## src/rtl/axi_ddr_pkg.sv

```systemverilog
// axi_ddr_pkg: scheduler state encoding, burst constants and round-robin search
package axi_ddr_pkg;
    typedef enum logic [1:0] {IDLE, ARB, REQ, WAIT} sched_st_t;
    localparam int BURST_LEN   = 64;
    localparam int BEAT_BYTES  = 8;
    localparam int BURST_BYTES = BURST_LEN * BEAT_BYTES;
    localparam logic MODE_WR = 1'b0;
    localparam logic MODE_RD = 1'b1;
    function automatic int rr_next(input logic [7:0] elig, input int last, input int n);
        int r;
        r = (last + 1) % n;
        for (int k = 8; k >= 1; k--)
            if (k <= n && elig[(last + k) % n]) r = (last + k) % n;
        return r;
    endfunction
endpackage

```

## src/rtl/axi_ddr_mc_arb_if.sv

```systemverilog
// axi_ddr_mc_arb_if: burst request/completion handshake to the axi write/read masters
interface axi_ddr_mc_arb_if #(parameter int ADDR_W = 32, LEN_W = 10, CH_W = 2);
    logic              wr_brust_req;
    logic [ADDR_W-1:0] wr_brust_addr;
    logic [LEN_W-1:0]  wr_brust_len;
    logic [CH_W-1:0]   wr_ch_sel;
    logic              wr_ready;
    logic              wr_brust_finish;
    logic              rd_brust_req;
    logic [ADDR_W-1:0] rd_brust_addr;
    logic [LEN_W-1:0]  rd_brust_len;
    logic [CH_W-1:0]   rd_ch_sel;
    logic              rd_ready;
    logic              rd_brust_finish;
    modport master(
        output wr_brust_req, wr_brust_addr, wr_brust_len, wr_ch_sel,
        output rd_brust_req, rd_brust_addr, rd_brust_len, rd_ch_sel,
        input  wr_ready, wr_brust_finish, rd_ready, rd_brust_finish
    );
    modport slave(
        input  wr_brust_req, wr_brust_addr, wr_brust_len, wr_ch_sel,
        input  rd_brust_req, rd_brust_addr, rd_brust_len, rd_ch_sel,
        output wr_ready, wr_brust_finish, rd_ready, rd_brust_finish
    );
endinterface

```

## src/rtl/ddr_burst_sched.sv

```systemverilog
// ddr_burst_sched: round-robin burst scheduler owning per-channel offset, bank and pending reset
module ddr_burst_sched
    import axi_ddr_pkg::*;
#(
    parameter logic MODE = MODE_WR,
    parameter int CH_NUM = 4,
    parameter int CH_W = 2,
    parameter int ADDR_W = 32,
    parameter int LEN_W = 10,
    parameter int CNT_W = 11,
    parameter int BLEN = BURST_LEN,
    parameter int BBYTES = BURST_BYTES,
    parameter logic [ADDR_W-1:0] PP_OFFSET = 32'h0080_0000
)(
    input  logic                     clk,
    input  logic                     rst,
    input  logic [CH_NUM-1:0]        pingpang,
    input  logic [CH_NUM-1:0]        en,
    input  logic [CH_NUM-1:0]        ch_rst,
    input  logic [CH_NUM-1:0]        peer_bank,
    input  logic [CH_NUM*ADDR_W-1:0] b_flat,
    input  logic [CH_NUM*ADDR_W-1:0] e_flat,
    input  logic [CH_NUM*CNT_W-1:0]  lvl_flat,
    output logic [CH_NUM-1:0]        frame_done,
    output logic [CH_NUM-1:0]        bank,
    output logic                     req,
    output logic [ADDR_W-1:0]        addr,
    output logic [LEN_W-1:0]         len,
    output logic [CH_W-1:0]          sel,
    input  logic                     ready,
    input  logic                     finish
);
    sched_st_t st, nx;
    logic [ADDR_W-1:0] b [CH_NUM];
    logic [ADDR_W-1:0] e [CH_NUM];
    logic [ADDR_W-1:0] off [CH_NUM];
    logic [ADDR_W-1:0] nxt [CH_NUM];
    logic [CH_NUM-1:0] elig, pend;
    logic [CH_W-1:0] last, g;
    always_comb begin
        for (int i = 0; i < CH_NUM; i++) begin
            b[i] = b_flat[i*ADDR_W +: ADDR_W];
            e[i] = e_flat[i*ADDR_W +: ADDR_W];
            nxt[i] = off[i] + ADDR_W'(BBYTES);
            elig[i] = (MODE == MODE_WR || en[i]) && lvl_flat[i*CNT_W +: CNT_W] >= CNT_W'(BLEN);
        end
        g = CH_W'(rr_next(8'(elig), int'(last), CH_NUM));
    end
    always_ff @(posedge clk) st <= rst ? IDLE : nx;
    always_comb begin
        nx = st;
        req = 1'b0;
        case (st)
            IDLE: nx = |elig ? ARB : IDLE;
            ARB:  nx = elig[g] ? REQ : IDLE;
            REQ: begin
                req = ready;
                nx = ready ? WAIT : REQ;
            end
            WAIT: nx = finish ? IDLE : WAIT;
            default: nx = IDLE;
        endcase
    end
    // A reset arriving while a channel's burst is in flight is deferred to that burst's finish
    always_ff @(posedge clk) begin
        if (rst) begin
            last <= CH_W'(CH_NUM - 1);
            sel <= '0;
            addr <= '0;
            len <= '0;
            frame_done <= '0;
            bank <= '0;
            pend <= '0;
            for (int i = 0; i < CH_NUM; i++) off[i] <= '0;
        end else begin
            frame_done <= '0;
            if (st == ARB) begin
                last <= g;
                sel <= g;
                addr <= b[g] + (bank[g] ? PP_OFFSET : '0) + off[g];
                len <= LEN_W'(BLEN);
            end
            for (int i = 0; i < CH_NUM; i++) begin
                if (st == WAIT && finish && sel == CH_W'(i)) begin
                    pend[i] <= 1'b0;
                    if (pend[i] || ch_rst[i]) off[i] <= '0;
                    else if (b[i] + nxt[i] >= e[i]) begin
                        off[i] <= '0;
                        frame_done[i] <= MODE == MODE_WR;
                        if (pingpang[i]) bank[i] <= MODE == MODE_WR ? ~bank[i] : ~peer_bank[i];
                    end else off[i] <= nxt[i];
                end else if (ch_rst[i]) begin
                    if ((st == REQ || st == WAIT) && sel == CH_W'(i)) pend[i] <= 1'b1;
                    else off[i] <= '0;
                end
                if (!pingpang[i]) bank[i] <= 1'b0;
            end
        end
    end
endmodule

```

## src/rtl/axi_ddr_mc_arb.sv

```systemverilog
// axi_ddr_mc_arb: N-channel DDR burst scheduler with independent write and read arbitration
module axi_ddr_mc_arb #(
    parameter int CH_NUM = 4,
    parameter int CH_W = 2,
    parameter int ADDR_W = 32,
    parameter int LEN_W = 10,
    parameter int BURST_LEN = axi_ddr_pkg::BURST_LEN,
    parameter int BEAT_BYTES = axi_ddr_pkg::BEAT_BYTES,
    parameter int CNT_W = 11,
    parameter logic [ADDR_W-1:0] PP_OFFSET = 32'h0080_0000
)(
    input  logic                     ui_clk,
    input  logic                     ui_rst,
    input  logic [CH_NUM-1:0]        ch_pingpang,
    input  logic [CH_NUM*ADDR_W-1:0] ch_wr_b_addr,
    input  logic [CH_NUM*ADDR_W-1:0] ch_wr_e_addr,
    input  logic [CH_NUM*CNT_W-1:0]  ch_wr_fifo_cnt,
    input  logic [CH_NUM-1:0]        ch_wr_rst,
    input  logic [CH_NUM*ADDR_W-1:0] ch_rd_b_addr,
    input  logic [CH_NUM*ADDR_W-1:0] ch_rd_e_addr,
    input  logic [CH_NUM*CNT_W-1:0]  ch_rd_fifo_space,
    input  logic [CH_NUM-1:0]        ch_rd_rst,
    input  logic [CH_NUM-1:0]        ch_rd_enable,
    output logic [CH_NUM-1:0]        ch_wr_frame_done,
    output logic [CH_NUM-1:0]        ch_rd_bank,
    axi_ddr_mc_arb_if.master         bus
);
    logic [CH_NUM-1:0] wr_bank, rd_done_unused;
    ddr_burst_sched #(
        .MODE(axi_ddr_pkg::MODE_WR), .CH_NUM(CH_NUM), .CH_W(CH_W), .ADDR_W(ADDR_W),
        .LEN_W(LEN_W), .CNT_W(CNT_W), .BLEN(BURST_LEN), .BBYTES(BURST_LEN * BEAT_BYTES),
        .PP_OFFSET(PP_OFFSET)
    ) u_wr (
        .clk(ui_clk), .rst(ui_rst), .pingpang(ch_pingpang), .en({CH_NUM{1'b1}}),
        .ch_rst(ch_wr_rst), .peer_bank(ch_rd_bank), .b_flat(ch_wr_b_addr),
        .e_flat(ch_wr_e_addr), .lvl_flat(ch_wr_fifo_cnt), .frame_done(ch_wr_frame_done),
        .bank(wr_bank), .req(bus.wr_brust_req), .addr(bus.wr_brust_addr),
        .len(bus.wr_brust_len), .sel(bus.wr_ch_sel), .ready(bus.wr_ready),
        .finish(bus.wr_brust_finish)
    );
    ddr_burst_sched #(
        .MODE(axi_ddr_pkg::MODE_RD), .CH_NUM(CH_NUM), .CH_W(CH_W), .ADDR_W(ADDR_W),
        .LEN_W(LEN_W), .CNT_W(CNT_W), .BLEN(BURST_LEN), .BBYTES(BURST_LEN * BEAT_BYTES),
        .PP_OFFSET(PP_OFFSET)
    ) u_rd (
        .clk(ui_clk), .rst(ui_rst), .pingpang(ch_pingpang), .en(ch_rd_enable),
        .ch_rst(ch_rd_rst), .peer_bank(wr_bank), .b_flat(ch_rd_b_addr),
        .e_flat(ch_rd_e_addr), .lvl_flat(ch_rd_fifo_space), .frame_done(rd_done_unused),
        .bank(ch_rd_bank), .req(bus.rd_brust_req), .addr(bus.rd_brust_addr),
        .len(bus.rd_brust_len), .sel(bus.rd_ch_sel), .ready(bus.rd_ready),
        .finish(bus.rd_brust_finish)
    );
endmodule

```

## src/flat_wrapper.sv

```systemverilog
// flat-port wrapper written by rule: the top's interface ports become plain ports
module axi_ddr_mc_arb_flat 
#(
    parameter int CH_NUM = 4,
    parameter int CH_W = 2,
    parameter int ADDR_W = 32,
    parameter int LEN_W = 10,
    parameter int BURST_LEN = axi_ddr_pkg::BURST_LEN,
    parameter int BEAT_BYTES = axi_ddr_pkg::BEAT_BYTES,
    parameter int CNT_W = 11,
    parameter logic [ADDR_W-1:0] PP_OFFSET = 32'h0080_0000
)
  (ui_clk, ui_rst, ch_pingpang, ch_wr_b_addr, ch_wr_e_addr, ch_wr_fifo_cnt, ch_wr_rst, ch_rd_b_addr, ch_rd_e_addr, ch_rd_fifo_space, ch_rd_rst, ch_rd_enable, ch_wr_frame_done, ch_rd_bank, bus_wr_brust_req, bus_wr_brust_addr, bus_wr_brust_len, bus_wr_ch_sel, bus_rd_brust_req, bus_rd_brust_addr, bus_rd_brust_len, bus_rd_ch_sel, bus_wr_ready, bus_wr_brust_finish, bus_rd_ready, bus_rd_brust_finish);
  axi_ddr_mc_arb_if #(.ADDR_W(ADDR_W), .LEN_W(LEN_W), .CH_W(CH_W)) bus_i ();
  input  logic ui_clk;
  input  logic ui_rst;
  input  logic [CH_NUM-1:0] ch_pingpang;
  input  logic [CH_NUM*ADDR_W-1:0] ch_wr_b_addr;
  input  logic [CH_NUM*ADDR_W-1:0] ch_wr_e_addr;
  input  logic [CH_NUM*CNT_W-1:0] ch_wr_fifo_cnt;
  input  logic [CH_NUM-1:0] ch_wr_rst;
  input  logic [CH_NUM*ADDR_W-1:0] ch_rd_b_addr;
  input  logic [CH_NUM*ADDR_W-1:0] ch_rd_e_addr;
  input  logic [CH_NUM*CNT_W-1:0] ch_rd_fifo_space;
  input  logic [CH_NUM-1:0] ch_rd_rst;
  input  logic [CH_NUM-1:0] ch_rd_enable;
  output logic [CH_NUM-1:0] ch_wr_frame_done;
  output logic [CH_NUM-1:0] ch_rd_bank;
  output wire logic [$bits(bus_i.wr_brust_req)-1:0] bus_wr_brust_req;
  output wire logic [$bits(bus_i.wr_brust_addr)-1:0] bus_wr_brust_addr;
  output wire logic [$bits(bus_i.wr_brust_len)-1:0] bus_wr_brust_len;
  output wire logic [$bits(bus_i.wr_ch_sel)-1:0] bus_wr_ch_sel;
  output wire logic [$bits(bus_i.rd_brust_req)-1:0] bus_rd_brust_req;
  output wire logic [$bits(bus_i.rd_brust_addr)-1:0] bus_rd_brust_addr;
  output wire logic [$bits(bus_i.rd_brust_len)-1:0] bus_rd_brust_len;
  output wire logic [$bits(bus_i.rd_ch_sel)-1:0] bus_rd_ch_sel;
  input wire logic [$bits(bus_i.wr_ready)-1:0] bus_wr_ready;
  input wire logic [$bits(bus_i.wr_brust_finish)-1:0] bus_wr_brust_finish;
  input wire logic [$bits(bus_i.rd_ready)-1:0] bus_rd_ready;
  input wire logic [$bits(bus_i.rd_brust_finish)-1:0] bus_rd_brust_finish;
  assign bus_wr_brust_req = bus_i.wr_brust_req;
  assign bus_wr_brust_addr = bus_i.wr_brust_addr;
  assign bus_wr_brust_len = bus_i.wr_brust_len;
  assign bus_wr_ch_sel = bus_i.wr_ch_sel;
  assign bus_rd_brust_req = bus_i.rd_brust_req;
  assign bus_rd_brust_addr = bus_i.rd_brust_addr;
  assign bus_rd_brust_len = bus_i.rd_brust_len;
  assign bus_rd_ch_sel = bus_i.rd_ch_sel;
  assign bus_i.wr_ready = bus_wr_ready;
  assign bus_i.wr_brust_finish = bus_wr_brust_finish;
  assign bus_i.rd_ready = bus_rd_ready;
  assign bus_i.rd_brust_finish = bus_rd_brust_finish;
  axi_ddr_mc_arb #(.CH_NUM(CH_NUM), .CH_W(CH_W), .ADDR_W(ADDR_W), .LEN_W(LEN_W), .BURST_LEN(BURST_LEN), .BEAT_BYTES(BEAT_BYTES), .CNT_W(CNT_W), .PP_OFFSET(PP_OFFSET)) u_core (.ui_clk(ui_clk), .ui_rst(ui_rst), .ch_pingpang(ch_pingpang), .ch_wr_b_addr(ch_wr_b_addr), .ch_wr_e_addr(ch_wr_e_addr), .ch_wr_fifo_cnt(ch_wr_fifo_cnt), .ch_wr_rst(ch_wr_rst), .ch_rd_b_addr(ch_rd_b_addr), .ch_rd_e_addr(ch_rd_e_addr), .ch_rd_fifo_space(ch_rd_fifo_space), .ch_rd_rst(ch_rd_rst), .ch_rd_enable(ch_rd_enable), .ch_wr_frame_done(ch_wr_frame_done), .ch_rd_bank(ch_rd_bank), .bus(bus_i));
endmodule
```

## config.mk

```make
export PLATFORM = sky130hd
export DESIGN_NAME = axi_ddr_mc_arb_flat
export DESIGN_NICKNAME = d
export VERILOG_FILES = /design/src/rtl/axi_ddr_pkg.sv /design/src/rtl/axi_ddr_mc_arb_if.sv /design/src/rtl/ddr_burst_sched.sv /design/src/rtl/axi_ddr_mc_arb.sv /design/src/flat_wrapper.sv
export SDC_FILE = /design/constraint.sdc
export NUM_CORES = 2
export LEC_CHECK = 0
export BUFFER_PORTS_ARGS = -buffer_cell sky130_fd_sc_hd__buf_2
export CAP_MARGIN = 10
export CORE_AREA = 2 2 279 281
export DETAILED_ROUTE_END_ITERATION = 12
export DIE_AREA = 0 0 281 283
export GPL_TIMING_DRIVEN = 0
export PLACE_DENSITY = 0.68
export SYNTH_ARGS = -nofsm -noshare
export SYNTH_HDL_FRONTEND = slang
export SYNTH_SLANG_ARGS = --single-unit
```

## constraint.sdc

```tcl
create_clock -name ui_clk -period 13.79 [get_ports ui_clk]
set_input_delay 1.379 -clock ui_clk [delete_from_list [all_inputs] [get_ports ui_clk]]
set_output_delay 1.379 -clock ui_clk [all_outputs]
set_load 0.03 [all_outputs]
```

Yosys cells after proc, flatten, opt, wreduce, memory -nomap -nowiden

Memories as Yosys holds them, arrays and structs flattened.
Index checks and enable logic that the tools add are counted.

Memory bits (writable): 256
Logic and storage cells: 475
Bits in registers: 98
Memories kept: 2
Output and inout bits: 98

Memories:

| name            | words | bits a word | read ports | clocked after Yosys merged registers in | wr ports | line                  | RTL |
|---|---|---|---|---|---|---|---|
| u_core.u_rd.off | 4     | 32          | 5          | 0                                       | 4        | ddr_burst_sched.sv:36 | `logic [ADDR_W-1:0] off [CH_NUM];` |
| u_core.u_wr.off | 4     | 32          | 5          | 0                                       | 4        | ddr_burst_sched.sv:36 |  |

Bitwise gates (word level): 58
Muxes and demuxes: 246
Reductions and logical operators: 74
Add/sub/neg operators: 28
Eq/ne operators: 12
$lt $le $gt $ge: 28

Operators by type and width:

| operator                                                                             | number |
|---|---|
| 32-bit 2-to-1 mux                                                                    | 36 |
| 32-bit adder                                                                         | 10 |
| 32-bit by 10-bit adder with 32-bit output, second input constant                     | 8 |
| 32-bit greater-or-equal comparator                                                   | 8 |
| 1-bit 2-to-1 mux                                                                     | 180 |
| 32-bit binary-select mux with 2-bit select                                           | 2 |
| 11-bit by 7-bit greater-or-equal comparator with 1-bit output, second input constant | 8 |
| 32-bit by 24-bit adder with 32-bit output                                            | 2 |
| 24-bit 2-to-1 mux                                                                    | 2 |
| 3-bit by 5-bit < comparator with 1-bit output, second input constant                 | 8 |
| 2-bit OR reduction                                                                   | 20 |
| 1-bit OR                                                                             | 32 |
| 1-bit binary-select mux with 3-bit select                                            | 8 |
| 2-bit 2-to-1 mux                                                                     | 12 |
| 3-bit AND reduction                                                                  | 8 |
| 1-bit logical AND                                                                    | 22 |
| 2-bit equality test, second input constant                                           | 8 |
| 1-bit inverter                                                                       | 16 |
| 2-bit one-hot mux with 4 select lines                                                | 2 |
| 2-bit AND reduction                                                                  | 8 |
| 1-bit logical OR                                                                     | 10 |
| 2-bit by 1-bit adder with 2-bit output, second input constant                        | 4 |
| 2-bit adder, second input constant                                                   | 4 |
| 1-bit bitwise AND, first input constant                                              | 8 |
| 7 further kinds                                                                      | 20 |

Longest topological paths before layout

Depth in word-level cells: 16
Depth in mapped cells: 25
Mapped depth without buffers: 24

Cells and area by module

From an unflattened synthesis, not the netlist that was laid out.

Cell total of the unflattened synthesis: 4339
Area total of the unflattened synthesis: 34633.2 um^2

Modules (own cells, without submodules):

| module                         | instances | area each (um^2) | cells each | seq. area each (um^2) |
|---|---|---|---|---|
| ddr_burst_sched at u_core.u_wr | 1         | 17598.1          | 2222       | 3783.6 |
| ddr_burst_sched at u_core.u_rd | 1         | 17031.3          | 2116       | 3703.6 |
| axi_ddr_mc_arb                 | 1         | 3.8              | 1          | 0.0 |

Worst setup path before layout

No wires, ideal clock.

Kind: input-to-reg
Start point: input port ch_rd_fifo_space[6]
End point: register u_core.u_rd.addr[30]
Slack: 7.634 ns
Cell stages on the path: 20
Data required time: 13.649 ns
Data arrival time: 6.016 ns
Buffers on the path: 2
Cells stage by stage: or4_1 > o21a_1 > o221ai_1 > a32o_2 > buf_4 > buf_2 > mux2_2 > nand2_1 > o21ai_0 > ha_1 > ha_1 > fa_1 > a21o_1 > a21o_1 > a2111oi_2 > o31ai_1 > a41oi_1 > o21bai_1 > a311oi_1 > o311ai_0

Word-level cells in the longest chain between the ends: 15
Elaborated cells between the ends (all ways): 28

Ends and longest elaborated chain:

| what                                                            | line                  | RTL |
|---|---|---|
| start: declaration                                              | flat_wrapper.sv:24    | `input logic [CH_NUM*CNT_W-1:0] ch_rd_fifo_space;` |
| 11-bit by 7-bit greater-or-equal comparator with 1-bit output * | ddr_burst_sched.sv:45 | `elig[i] = (MODE == MODE_WR \|\| en[i]) && lvl_flat[i*CNT_W +: CNT_W] >= CNT_W'(BLEN);` |
| 1-bit logical AND *                                             | ddr_burst_sched.sv:45 |  |
| 1-bit binary-select mux with 3-bit select                       | axi_ddr_pkg.sv:13     | `if (k <= n && elig[(last + k) % n]) r = (last + k) % n;` |
| 1-bit 2-to-1 mux (implied by the code) (2 in series)            | axi_ddr_pkg.sv:13     |  |
| 2-bit 2-to-1 mux (3 in series)                                  | axi_ddr_pkg.sv:13     |  |
| 2-bit 2-to-1 mux *                                              | axi_ddr_pkg.sv:13     |  |
| 2-bit inverter with 3-bit output (implied by the code)          | ddr_burst_sched.sv:80 | `addr <= b[g] + (bank[g] ? PP_OFFSET : '0) + off[g];` |
| 32-bit binary-select mux with 2-bit select                      | ddr_burst_sched.sv:80 |  |
| 32-bit 2-to-1 mux (implied by the code) (2 in series)           | ddr_burst_sched.sv:80 |  |
| 32-bit by 24-bit adder with 32-bit output                       | ddr_burst_sched.sv:80 |  |
| 32-bit adder *                                                  | ddr_burst_sched.sv:80 |  |
| end signal: assignment                                          | ddr_burst_sched.sv:80 |  |
| end: declaration                                                | ddr_burst_sched.sv:27 | `output logic [ADDR_W-1:0] addr,` |

Mark *: on every way between the ends. The rest lies on a longest branch, timed or not. The select of a mux whose other input is x is not followed.
A chain may end at the register's enable or synchronous reset.

Worst setup path in the final report

Start point: input port ch_wr_fifo_cnt[17]
End point: register u_core.u_wr.addr[31]

Word-level cells in the longest chain between the ends: 14
Elaborated cells between the ends (all ways): 27

Ends and longest elaborated chain:

| what                                                            | line                  | RTL |
|---|---|---|
| start: declaration                                              | flat_wrapper.sv:20    | `input logic [CH_NUM*CNT_W-1:0] ch_wr_fifo_cnt;` |
| 11-bit by 7-bit greater-or-equal comparator with 1-bit output * | ddr_burst_sched.sv:45 |  |
| 1-bit binary-select mux with 3-bit select                       | axi_ddr_pkg.sv:13     |  |
| 1-bit 2-to-1 mux (implied by the code) (2 in series)            | axi_ddr_pkg.sv:13     |  |
| 2-bit 2-to-1 mux (3 in series)                                  | axi_ddr_pkg.sv:13     |  |
| 2-bit 2-to-1 mux *                                              | axi_ddr_pkg.sv:13     |  |
| 2-bit inverter with 3-bit output (implied by the code)          | ddr_burst_sched.sv:80 |  |
| 32-bit binary-select mux with 2-bit select                      | ddr_burst_sched.sv:80 |  |
| 32-bit 2-to-1 mux (implied by the code) (2 in series)           | ddr_burst_sched.sv:80 |  |
| 32-bit by 24-bit adder with 32-bit output                       | ddr_burst_sched.sv:80 |  |
| 32-bit adder *                                                  | ddr_burst_sched.sv:80 |  |
| end signal: assignment                                          | ddr_burst_sched.sv:80 |  |
| end: declaration                                                | ddr_burst_sched.sv:27 |  |

Marks and branches as above.

==> results.ini <==
[status]
outcome = finished clean

[detailed_routing]
postRouteAntennaNets = 0
vias = 33900
drt_pre_antenna_iters = 6
drt-initial-drc-count = 2651
wl_per_cell_um = 21.9
wl_um = 131000
drc = 0
viasPerCell = 5.67

[floorplanning]
dieWidth_um = 281
core_sq_mm = 0.0767
fp.dieH_um = 283
ios = 720
die-area_sq_mm = 0.0795
row_count = 102
initial_utilization = 0.455

[synth]
synth_flop_cell = edfxtp_1
synth_area_leaders = ha_1 (20%), edfxtp_1 (16%), xnor2_1 (6.3%), dfxtp_1 (5.6%), a21oi_1 (4.8%)
synth_top_cell_by_area = ha_1
ys_warn_count = 0
synth.top_cells.by_count = ha_1 (567), inv_1 (357), a21oi_1 (337)
yosys.area.top_type_share = 0.203
yosys.cell_count.top_type = ha_1
synth_area_sq_mm = 0.0349
async_flop_share = 0
synth-edff-count = 184
synthDistinctLibCells = 90
synth_area_per_cell_sq_um = 8.33
synthCells = 4186
ys_seq_area_frac = 0.215
ys_ff_latch = 282

[clocking]
cts_root_buf = clkbuf_16
clkTransAtPathRegs_ns = 0.06
numCtsBuffers = 37
clkLatencyLatePin_ns = 0.58
tritoncts = yes
cts.sinks = 282
cts.path.max_buffers = 3
cts_hold_buf = 0
h-tree-depth = 2
cts_setup_buffers = 0
ctsResizeCount = 0

[power_and_ir_drop]
p_leak_nw = 20.4
ir_drop_v = 0.0000801
powerDensity_mw_per_mm2 = 104

[placed_design]
gp_congestion = 1.00
place_ws_ns = 5.89
hpwl_um = 113000
numPortBuffers = 653

[timing]
slew_violations = 0
fin_worst_skew_ns = 0.0298
layout_setup_ws_ns = 6.35
max_clock_freq_ghz = 0.134
timing.final.crit_period_ns = 7.44
final_hold_viol_count = 0
setup_viol = 0
slew_headroom = 0.151
rsz0062_at_grt = false
worstMarginPinSlew_ns = 1.27
tns_ns = 0
fin_crit_sh = 0.540

[global_routing]
grt_use_total = 0.319
grt.met3_usage = 0.0626
use_met1 = 0.392
grt_max_degree = 24
grt_pass1_wl_um = 193000
antenna_found_initial = 29
grt_use_met2 = 0.530
grt-ovfl-total = 0
grt_busiest_layer = met2
grt_pass1_vias = 32600

[job]
maxCapViolations = 0

[final_layout]
finalNetCount = 6098
fillCellCount = 7442
syn_to_final_growth_pct = 16.7
drive_gt1_frac = 0.175

[worst_setup_path]
crit_path_max_incr_delay_ns = 1.00
critPathKind = in2reg
cp_cell_sequence = buf_2 -> or4_4 -> nor3_1 -> a21oi_1 -> a211oi_1 -> buf_2 -> clkbuf_1 -> a211oi_1 -> a21oi_1 -> ha_1 -> ha_1 -> o21ai_0 -> a2111oi_0 -> a211oi_1 -> a211o_1 -> o221ai_1 -> a221oi_1 -> a21oi_1 -> xnor2_1 -> o31ai_2
cp-start-kind = primary input
crit_slowest_cell = a211oi_1
critPathTopFamily = compound AO/OA/AOI/OAI gates
critical_path_required_ns = 14.22
cp_data_arrival_time_ns = 7.87
crit_path_max_fanout = 10
crit_buf_inv = 3
worstSetupEndpointType = flip-flop

[min_path]
min_path_type = reg2reg

-- layer usage --
| metal | up-vias | share of wire |
|---|---|---|
| met3 | 255 | 0.087 |
| met4 | 22 | 0.055 |
| met5 | - | 0.0012 |
| met2 | 1364 | 0.46 |
| li1 | 16500 | - |
| met1 | 15800 | 0.40 |
-- where the power goes --
group,switching (W),total [W],internal (W)
logic,0.00138,0.00225,0.000871
clock network,0.000400,0.000928,0.000528
registers,0.0000787,0.00106,0.000983
-- through the flow --
| step | std cells | total power (W) | utilization | hold WS [ns] | instance area [sq um] |
|---|---|---|---|---|---|
| 3_3_place_gp | 5896 | 0.00326 | 0.515 | 0.435 | 39500 |
| 2_1_floorplan | 4203 | 0.00256 | - | 0.446 | 34900 |
| 5_1_grt | 5974 | 0.00449 | 0.530 | 0.465 | 40700 |
| 3_5_place_dp | 5898 | 0.00328 | 0.515 | 0.443 | 39500 |
| 6_report | 5983 | 0.00424 | 0.531 | 0.449 | 40700 |
| 4_1_cts | 5964 | 0.00422 | 0.530 | 0.449 | 40700 |
-- final timing paths --
kind / from / end / slack [ns] / depth (start not counted)
hold / removal: u_core.u_wr.addr[23]$_SDFFE_PP0P_ / u_core.u_wr.addr[23]$_SDFFE_PP0P_ / 0.45 / 2
hold reg to reg: u_core.u_wr.addr[23]$_SDFFE_PP0P_ / u_core.u_wr.addr[23]$_SDFFE_PP0P_ / 0.45 / 2
setup reg to reg: u_core.u_rd.off[3][11]$_SDFFCE_PP0P_ / u_core.u_rd.off[3][28]$_SDFFCE_PP0P_ / 6.86 / 23
setup / recovery: ch_wr_fifo_cnt[17] / u_core.u_wr.addr[31]$_SDFFE_PP0P_ / 6.35 / 20
-- cell families (layout without fill, tap and decap cells) --
family	Yosys count	in the layout	share of synthesized area
flip-flops	282	282	0.215
buffers and inverters	488	1209	0.0571
AO/OA/AOI/OAI	1009	1009	0.185
XOR/XNOR	373	373	0.0937
multiplexers	164	164	0.0488
AND/OR/NAND/NOR	1290	1290	0.190
other	1	37	0.000108
adder cells (fa/ha/maj)	579	579	0.210
-- worst min-delay path, stage by stage, from the launching register on --
cell	delay, ns
dfxtp_1	0.30
nand2_1	0.05
a21oi_1	0.05
-- sequential cells by signal, indices dropped and copies added, names as in the netlist --
name and cells:
u_core.u_wr.addr 32, u_core.u_rd.addr 32, u_core.u_wr.frame_done 4, u_core.u_wr.bank 4, u_core.u_rd.off 92, u_core.u_rd.bank 4, u_core.u_wr.sel 2, u_core.u_rd.len 1
u_core.u_rd.pend 4, u_core.u_rd.last 2, u_core.u_wr.st 2, u_core.u_wr.pend 4, u_core.u_wr.last 2, u_core.u_wr.off 92, u_core.u_rd.sel 2, u_core.u_rd.st 2
u_core.u_wr.len 1
-- area by class of cell --
cell class | instances | area, sq um | share of cell area
multi-input cells | 3433 | 25500 | 0.625
flip-flops and latches | 282 | 7490 | 0.184
repair buffers | 655 | 3300 | 0.0810
inverters | 358 | 1340 | 0.0330
well taps | 1040 | 1300 | 0.0320
clock buffers | 52 | 1040 | 0.0257
plain buffers | 130 | 648 | 0.0159
clock inverters | 14 | 78.8 | 0.00194
diodes | 19 | 47.5 | 0.00117
-- layout by cell type, fill, tap and decap left out, types with 13 or more instances in the layout --
cell type / n
inv_1: 357
o21a_1: 29
nand4_1: 90
nand3_1: 120
dfxtp_1: 98
a31oi_1: 29
o21bai_1: 32
or3_1: 17
a211o_1: 17
and4_1: 13
diode_2: 19
mux2_2: 49
nor3_1: 68
or2_2: 14
a211oi_1: 83
clkbuf_1: 73
a21o_1: 166
buf_4: 28
clkbuf_16: 39
ha_1: 567
a41oi_1: 13
xnor2_1: 250
nor2b_1: 208
o21ai_0: 176
o211ai_1: 28
nor2_1: 238
buf_2: 679
conb_1: 18
and2_1: 13
nand2b_1: 42
mux2i_1: 115
xor2_1: 123
edfxtp_1: 184
nand2_1: 317
and3_1: 78
a21oi_1: 337
nor2b_2: 14
No activity file was read; power rests on OpenSTA's default activity.
